File: config.mk
export PLATFORM = sky130hd
export DESIGN_NAME = key_step_ctrl
export DESIGN_NICKNAME = d
export VERILOG_FILES = /design/src/rtl/shift_pkg.sv /design/src/rtl/sync_2ff.sv /design/src/rtl/key_step_ctrl.sv
export SDC_FILE = /design/constraint.sdc
export NUM_CORES = 1
export LEC_CHECK = 0
export ABC_AREA = 1
export CORE_ASPECT_RATIO = 0.9
export CORE_MARGIN = 2
export CORE_UTILIZATION = 58
export CTS_CLUSTER_DIAMETER = 40
export DETAILED_ROUTE_END_ITERATION = 7
export GPL_ROUTABILITY_DRIVEN = 1
export GPL_TIMING_DRIVEN = 0
export PLACE_DENSITY = 0.8
export SLEW_MARGIN = 20
export SYNTH_ARGS = -nofsm -noshare
export SYNTH_HDL_FRONTEND = slang
export SYNTH_SLANG_ARGS = --single-unit
File: constraint.sdc
create_clock -name clk -period 2.35 [get_ports clk]
set_input_delay 0.235 -clock clk [delete_from_list [all_inputs] [get_ports clk]]
set_output_delay 0.235 -clock clk [all_outputs]
set_load 0.005 [all_outputs]
File: src/rtl/shift_pkg.sv
// Shared definitions for the lab-board shift register path.
// - key_state_e: state encoding of the key stepping front end.
// - OPT_*: operation codes understood by the downstream shift stage.
package shift_pkg;

  typedef enum logic [1:0] {
    StIdle      = 2'd0,
    StPressDb   = 2'd1,
    StHeld      = 2'd2,
    StReleaseDb = 2'd3
  } key_state_e;

  localparam logic [2:0] OPT_CLR    = 3'b000;
  localparam logic [2:0] OPT_LOAD   = 3'b001;
  localparam logic [2:0] OPT_SHR    = 3'b010;
  localparam logic [2:0] OPT_SHL    = 3'b011;
  localparam logic [2:0] OPT_ASR    = 3'b100;
  localparam logic [2:0] OPT_SHL_IN = 3'b101;
  localparam logic [2:0] OPT_ROR    = 3'b110;
  localparam logic [2:0] OPT_ROL    = 3'b111;

endpackage

File: src/rtl/sync_2ff.sv
// 1-bit two-flop synchroniser for asynchronous inputs, synchronous active-high reset.
// Ports:
//   clk_i - destination clock
//   rst_i - synchronous reset, clears both flops
//   d_i   - asynchronous input
//   q_o   - synchronised output, two clk_i edges of latency
module sync_2ff (
  input  logic clk_i,
  input  logic rst_i,
  input  logic d_i,
  output logic q_o
);

  logic meta_q;
  logic sync_q;

  always_ff @(posedge clk_i) begin
    if (rst_i) begin
      meta_q <= 1'b0;
      sync_q <= 1'b0;
    end else begin
      meta_q <= d_i;
      sync_q <= meta_q;
    end
  end

  assign q_o = sync_q;

endmodule

File: src/rtl/key_step_ctrl.sv
// Push-button stepping front end for the shift register stage. Synchronises and debounces
// key_in, emits a one-cycle step strobe per accepted press (plus optional auto-repeat while
// held) and latches the switch command on every step.
// Ports:
//   clk       - system clock
//   rst       - synchronous active-high reset
//   key_in    - raw push button, asynchronous, 1 = pressed
//   repeat_en - allow auto-repeat while the button is held
//   sw_opt    - operation code from the switches
//   sw_data   - data byte from the switches
//   step      - registered one-cycle step strobe
//   opt       - operation code latched on each step
//   data_in   - data byte latched on each step
//   step_cnt  - number of steps issued, wraps at 256
module key_step_ctrl
  import shift_pkg::*;
#(
  parameter int unsigned DEBOUNCE_CYCLES = 1_000_000,
  parameter int unsigned REPEAT_DELAY    = 25_000_000,
  parameter int unsigned REPEAT_PERIOD   = 5_000_000,
  parameter int unsigned CNT_W           = 25
) (
  input  logic       clk,
  input  logic       rst,
  input  logic       key_in,
  input  logic       repeat_en,
  input  logic [2:0] sw_opt,
  input  logic [7:0] sw_data,
  output logic       step,
  output logic [2:0] opt,
  output logic [7:0] data_in,
  output logic [7:0] step_cnt
);

  localparam logic [CNT_W-1:0] DbLast     = CNT_W'(DEBOUNCE_CYCLES - 1);
  localparam logic [CNT_W-1:0] DelayLast  = CNT_W'(REPEAT_DELAY - 1);
  localparam logic [CNT_W-1:0] PeriodLast = CNT_W'(REPEAT_PERIOD - 1);
  localparam logic [CNT_W-1:0] CntOne     = CNT_W'(1);

  logic key_s;

  sync_2ff u_key_sync (
    .clk_i (clk),
    .rst_i (rst),
    .d_i   (key_in),
    .q_o   (key_s)
  );

  key_state_e       state_q, state_d;
  logic [CNT_W-1:0] db_cnt_q, db_cnt_d;
  logic [CNT_W-1:0] rep_cnt_q, rep_cnt_d;
  // 0: waiting for the first repeat (REPEAT_DELAY), 1: later repeats (REPEAT_PERIOD)
  logic             rep_phase_q, rep_phase_d;
  logic             step_q, step_d;
  logic [2:0]       opt_q, opt_d;
  logic [7:0]       data_q, data_d;
  logic [7:0]       step_cnt_q, step_cnt_d;
  logic             fire;

  always_comb begin
    state_d     = state_q;
    db_cnt_d    = db_cnt_q;
    rep_cnt_d   = rep_cnt_q;
    rep_phase_d = rep_phase_q;
    fire        = 1'b0;

    unique case (state_q)
      StIdle: begin
        if (key_s) begin
          state_d  = StPressDb;
          db_cnt_d = '0;
        end
      end
      StPressDb: begin
        if (!key_s) begin
          state_d = StIdle;
        end else if (db_cnt_q == DbLast) begin
          state_d     = StHeld;
          fire        = 1'b1;
          rep_phase_d = 1'b0;
        end else begin
          db_cnt_d = db_cnt_q + CntOne;
        end
      end
      StHeld: begin
        if (!key_s) begin
          state_d  = StReleaseDb;
          db_cnt_d = '0;
        end else if (!repeat_en) begin
          rep_cnt_d = '0;
        end else if (rep_cnt_q == (rep_phase_q ? PeriodLast : DelayLast)) begin
          fire        = 1'b1;
          rep_phase_d = 1'b1;
        end else begin
          rep_cnt_d = rep_cnt_q + CntOne;
        end
      end
      StReleaseDb: begin
        if (key_s) begin
          // Bounce during release: back to held, repeat phase is kept.
          state_d   = StHeld;
          rep_cnt_d = '0;
        end else if (db_cnt_q == DbLast) begin
          state_d = StIdle;
        end else begin
          db_cnt_d = db_cnt_q + CntOne;
        end
      end
      default: state_d = StIdle;
    endcase

    if (fire) begin
      rep_cnt_d = '0;
    end

    step_d     = fire;
    opt_d      = fire ? sw_opt : opt_q;
    data_d     = fire ? sw_data : data_q;
    step_cnt_d = fire ? step_cnt_q + 8'd1 : step_cnt_q;
  end

  always_ff @(posedge clk) begin
    if (rst) begin
      state_q     <= StIdle;
      db_cnt_q    <= '0;
      rep_cnt_q   <= '0;
      rep_phase_q <= 1'b0;
      step_q      <= 1'b0;
      opt_q       <= OPT_CLR;
      data_q      <= 8'h00;
      step_cnt_q  <= 8'd0;
    end else begin
      state_q     <= state_d;
      db_cnt_q    <= db_cnt_d;
      rep_cnt_q   <= rep_cnt_d;
      rep_phase_q <= rep_phase_d;
      step_q      <= step_d;
      opt_q       <= opt_d;
      data_q      <= data_d;
      step_cnt_q  <= step_cnt_d;
    end
  end

  assign step     = step_q;
  assign opt      = opt_q;
  assign data_in  = data_q;
  assign step_cnt = step_cnt_q;

endmodule

After elaboration in Yosys (flattened, before gate mapping)
Index checks and enable logic that the tools add are counted.
Operators by class
  $add $sub $neg: 3
  multiply operators: 0
  divide/modulo/power cells: 0
  magnitude comparators: 0
  equal/unequal tests: 17
  shift-type cells: 0
  multiplexer cells: 30
  bitwise logic cells: 0
  reduce and logical (&&, ||, !) cells: 8
Operator list (number)
  $mux W25: 9
  $pmux W25 S4: 1
  $add A25 B1 Y25 const B: 2
  $pmux W25 S2: 1
  $eq A25 B20 Y1 const B: 1
  $eq A25 B25 Y1: 1
  $mux W2: 6
  $reduce_and A4 Y1: 3
  $mux W1: 10
  $ne A2 B2 Y1 const B: 5
  $add A8 B1 Y8 const B: 1
  $ne A2 B1 Y1 const B: 4
  $pmux W2 S4: 1
  $ne A3 B3 Y1 const B: 2
  $reduce_and A6 Y1: 1
  $eq A2 B2 Y1 const B: 2
  $pmux W1 S2: 2
  $reduce_bool A2 Y1: 2
  $ne A3 B2 Y1 const B: 1
  $eq A2 B1 Y1 const B: 1
  $logic_not A2 Y1: 1
  $reduce_or A2 Y1: 1
Word-level totals
  register bits: 75
  latch bits: 0
  bits in writable memories: 0
  memory bits (read-only): 0
  input port bits: 15
  output and inout bits: 20
  memories kept: 0

Depth between registers and ports, before layout
  depth in word-level cells: 7
  depth in mapped cells: 15
  mapped depth without buffers: 13

Hierarchy
From an unflattened synthesis, not the netlist that was laid out.
Unflattened totals
  cell total of the unflattened synthesis: 805
  area, all modules: 4875.9 µm²
By module, submodules not included
  key_step_ctrl: times used 1, cells an instance 799, area an instance 4820.9 µm², sequential area each 1461.4 µm²
  sync_2ff: times used 1, cells an instance 6, area an instance 55.1 µm², sequential area each 40.0 µm²

Worst setup path after synthesis
OpenSTA, ideal clock, no wires.
  kind: register to register
  start: register db_cnt_q[0]
  end: register step_cnt_q[1], in the netlist step_cnt[1]
  library setup time: 112 ps
  arrival: 1841 ps
  required time: 2238 ps
  setup slack: 397 ps
  stages on the path, launching flop included: 14
  period minus slack after synthesis: 1953 ps
  cell sequence: dfxtp_1 > ha_1 > nand2_2 > nor2_8 > nand2_4 > nor2_2 > nand3_2 > a21oi_4 > nand2_4 > nand2_4 > inv_4 > buf_6 > nand2_1 > nand2_1
On the way
  longest elaborated chain between the ends: 4
RTL lines
  from (decl): RTL line key_step_ctrl.sv:50  | logic [CNT_W-1:0] db_cnt_q, db_cnt_d;
  from (signal assigned): RTL line key_step_ctrl.sv:134  | db_cnt_q <= db_cnt_d;
  $eq A25 B20 Y1: RTL line key_step_ctrl.sv:77  | end else if (db_cnt_q == DbLast) begin
  $mux W1: RTL line key_step_ctrl.sv:77
  $mux W1: RTL line key_step_ctrl.sv:75  | if (!key_s) begin
  $pmux W1 S2: RTL line key_step_ctrl.sv:67  | unique case (state_q)
  to (signal assigned): RTL line key_step_ctrl.sv:140  | step_cnt_q <= step_cnt_d;
  to (decl): RTL line key_step_ctrl.sv:57  | logic [7:0] step_cnt_q, step_cnt_d;
Every way passes these cells.
A chain may end at the register's enable or synchronous reset.

Worst setup path in the final report
  start: register db_cnt_q[0]
  end: register data_q[4], in the netlist data_in[4]
On the way
  longest elaborated chain between the ends: 4
RTL lines
  $eq A25 B20 Y1: RTL line key_step_ctrl.sv:77
  $mux W1: RTL line key_step_ctrl.sv:77
  $mux W1: RTL line key_step_ctrl.sv:75
  $pmux W1 S2: RTL line key_step_ctrl.sv:67
  to (signal assigned): RTL line key_step_ctrl.sv:139  | data_q <= data_d;
  to (decl): RTL line key_step_ctrl.sv:56  | logic [7:0] data_q, data_d;
Every way passes these cells.

==> results.ini <==
[status]
outcome=finished clean

[power]
p_int_w=0.00214
clock_power_share_pct=35.1
netSwitchingPower_w=0.00118
seqPwrFrac_pct=40.5
power_w=0.00333
power.share.switching_pct=35.6
p_per_area_nw_per_um2=603
ir_drop_mv=0.373
p_leak_nw=2.11
share_comb_of_total_power_pct=24.4

[setup_path]
cp-startpoint=db_cnt_q[0]
crit_path_end=data_in[4]
cp.arrival_ns=2.48
crit_path_start_kind=flip-flop
cpPeakStageDelay_ns=0.42
r2r_slack_ns=0.14
cp-end-kind=flip-flop
cp_max_fo=10
path_class=reg2reg
cpMostUsedCell=nand2_4
rr_endpoint=data_in[4]
crit_chain=ha_4 > nand2_2 > nor2_8 > nand2_4 > nor2_2 > nand3_2 > a21oi_4 > nand2_4 > nand2_4 > inv_4 > buf_6 > nand2_1 > nand2_1
slowest_stage=dfxtp_2
required_ns=2.61
r2r_cells=13
worstReg2RegStart=db_cnt_q[0]

[yosys]
synth_cell_types=32
ys_ff_latch=75
synth_area_per_cell_sq_um=6.03
synth_edf_count=0
synth_warnings=0
syn-cell-area_sq_um=4770
async_reset_ff_share_pct=0
synth_ff_type=dfxtp_1
synth-seq-area-share_pct=31.5
synthCells=792
syn_nets=814

[final_layout]
antenna_cells=0
area_delta_synth_final_pct=15.6
layout-drive-gt1-share_pct=7.22
nNetsFinal=862
fillers=713

[timing]
fmax_mhz=452
fin_skew_ns=0.00777
setup_viol=0
layout_min_cycle_time_ns=2.21
tightest_slew_ns=0.692
rsz0062_at_grt=false
hold_slack_ns=0.371
slew_headroom_pct=53.9
drv_slew=0
post-route-period-util_pct=94.1
final-hold-violation-count=0

[route]
antenna_left=0
num_vias=5246
vias_per_cell=5.56
drcViolationCount=0
first_iter_violations=473
first_pass_iters=5
drt_wl_total_microns=13300
routedWlPerCell_microns=14.1

[die]
die_x_microns=99.6
dieArea_sq_um=8970
num_rows=31
io-pin-count=35
start_util_pct=59.5
die_y_microns=90.1
core_sq_um=8030

[grt]
grt_max_degree=15
antenna_found_initial=0
grt_pass1_vias=4560
grt_use_total_pct=30.1
grt-ovfl-total=0
grt_pass1_wl_microns=21900

[clocking]
clock_path_buffers=2
holdBufCountCts=0
clock_latency_ns=0.36
clkSinkCount=75
cts_tree=yes
cts_buffers=9
ctsHtreeMaxLevel=3
clk_pin_slew_worst_paths_ns=0.09
cts_root_buffer=clkbuf_8

[placement]
place_congestion=0.999
dp_hpwl_microns=9440
port_buffers=33

[flow_run]
cap_violations=0

[hold_path]
hold_path_class=in2reg

[power by group through the flow]
stage | sequential [W] | clock, W | combinational (W)
CTS | 0.00134 | 0.00118 | 0.000774
global route | 0.00135 | 0.00123 | 0.000879
floorplan | 0.00136 | 0 | 0.000524
global placement | 0.00136 | 0 | 0.000744
detailed placement | 0.00137 | 0 | 0.000763
finish | 0.00135 | 0.00117 | 0.000811
[worst min path at each step]
| stage | from | end | slack (ns) | cells past startpoint |
|---|---|---|---|---|
| 2_1_floorplan | key_in | u_key_sync.meta_q | 0.34 | 2 |
| 3_3_place_gp | u_key_sync.meta_q | u_key_sync.q_o | 0.39 | 2 |
| 3_5_place_dp | u_key_sync.meta_q | u_key_sync.q_o | 0.40 | 2 |
| 4_1_cts | repeat_en | rep_cnt_q[15] | 0.35 | 5 |
| 5_1_grt | repeat_en | rep_cnt_q[16] | 0.38 | 5 |
| 6_report | repeat_en | rep_cnt_q[13] | 0.37 | 5 |
[registers in the layout (all words and copies together) (netlist names), named ones only]
register / count
opt: 3
step: 1
db_cnt_q: 25
rep_cnt_q: 25
state_q: 1
u_key_sync.q_o: 1
rep_phase_q: 1
u_key_sync.meta_q: 1
step_cnt: 8
data_in: 8
[layout by cell type (no fill, tap or decap), types with 5 or more instances in the layout]
master / n
nor2_1: 151
dfxtp_1: 73
a21oi_1: 47
nand2_1: 235
buf_2: 5
ha_1: 5
inv_1: 66
clkdlybuf4s50_1: 33
o21ai_0: 10
nor3_1: 13
o21bai_1: 7
buf_4: 10
nand3_1: 100
nand2_4: 5
xor2_1: 11
clkbuf_1: 12
nand4_1: 12
clkbuf_8: 9
[cell type report]
class	instances	area, sq um	area share, %
tap	99	124	2.24
clock buffer	10	128	2.31
timing repair buffer	37	360	6.53
inverter	69	262	4.74
clock inverter	6	97.6	1.77
buffer	28	151	2.74
sequential	75	1500	27.3
multi-input combinational	620	2890	52.4
[worst max-delay path, delay by kind of cell, from the launching register on]
kind,cells,cell delay [ns]
AOI/OAI and AO/OA,1,0.28
adders and majority gates,1,0.19
DFF,1,0.42
buffers and inverters,2,0.20
and+or+nand+nor,9,1.01
[kinds of logic after synthesis]
family	count (synthesis)	synth area share, %
AO/OA/AOI/OAI	66	7.58
AND/OR/NAND/NOR	532	47.9
buffers and inverters	97	8.49
flip-flops	75	31.5
XOR/XNOR	15	2.75
adder cells (fa/ha/maj)	7	1.83
[per-stage QoR]
stage	utilization (%)	std cells	cell area [sq um]	TNS [ns]	setup slack, ns
after floorplan	-	792	4770	0	0.397
after global placement	65.1	924	5230	-0.248	-0.0249
after detailed placement	65.1	924	5230	-0.388	-0.0329
after CTS	68.1	940	5470	0	0.0412
after global routing	68.7	944	5520	0	0.00838
final	68.7	944	5520	0	0.138
[routing by layer]
layer / global-route usage, % / vias to the layer above / share of wire [%]
li1: - / 2619 / -
met5: 0 / - / 0
met1: 44.7 / 2326 / 47
met4: 10.7 / 0 / 1.6
met3: 5.83 / 18 / 10
met2: 43.2 / 283 / 41
[Yosys cell counts (2+ instances only)]
| cell | count | area (sq um) |
|---|---|---|
| a21oi_1 | 47 | 235 |
| buf_1 | 2 | 7.51 |
| buf_2 | 7 | 35.0 |
| buf_4 | 4 | 30.0 |
| buf_6 | 2 | 22.5 |
| clkbuf_1 | 13 | 48.8 |
| dfxtp_1 | 75 | 1500 |
| ha_1 | 7 | 87.6 |
| inv_1 | 66 | 248 |
| inv_2 | 2 | 7.51 |
| nand2_1 | 235 | 882 |
| nand2_2 | 2 | 12.5 |
| nand2_4 | 5 | 56.3 |
| nand3_1 | 100 | 500 |
| nand3_2 | 2 | 20.0 |
| nand4_1 | 12 | 75.1 |
| nor2_1 | 152 | 571 |
| nor2_2 | 2 | 12.5 |
| nor2_8 | 2 | 40.0 |
| nor3_1 | 13 | 65.1 |
| o21ai_0 | 10 | 50.1 |
| o21bai_1 | 7 | 52.6 |
| or2_2 | 3 | 18.8 |
| xnor2_1 | 4 | 35.0 |
| xor2_1 | 11 | 96.3 |
[timing repair]
| action | CTS | global route |
|---|---|---|
| buffers inserted | 0 | 4 |
| pin swaps | 0 | 2 |
| gates resized for setup | 5 | 10 |
| endpoints found under the hold margin | 0 | 0 |
| setup endpoints to repair | 27 | 55 |
No activity file was read; power rests on OpenSTA's default activity.
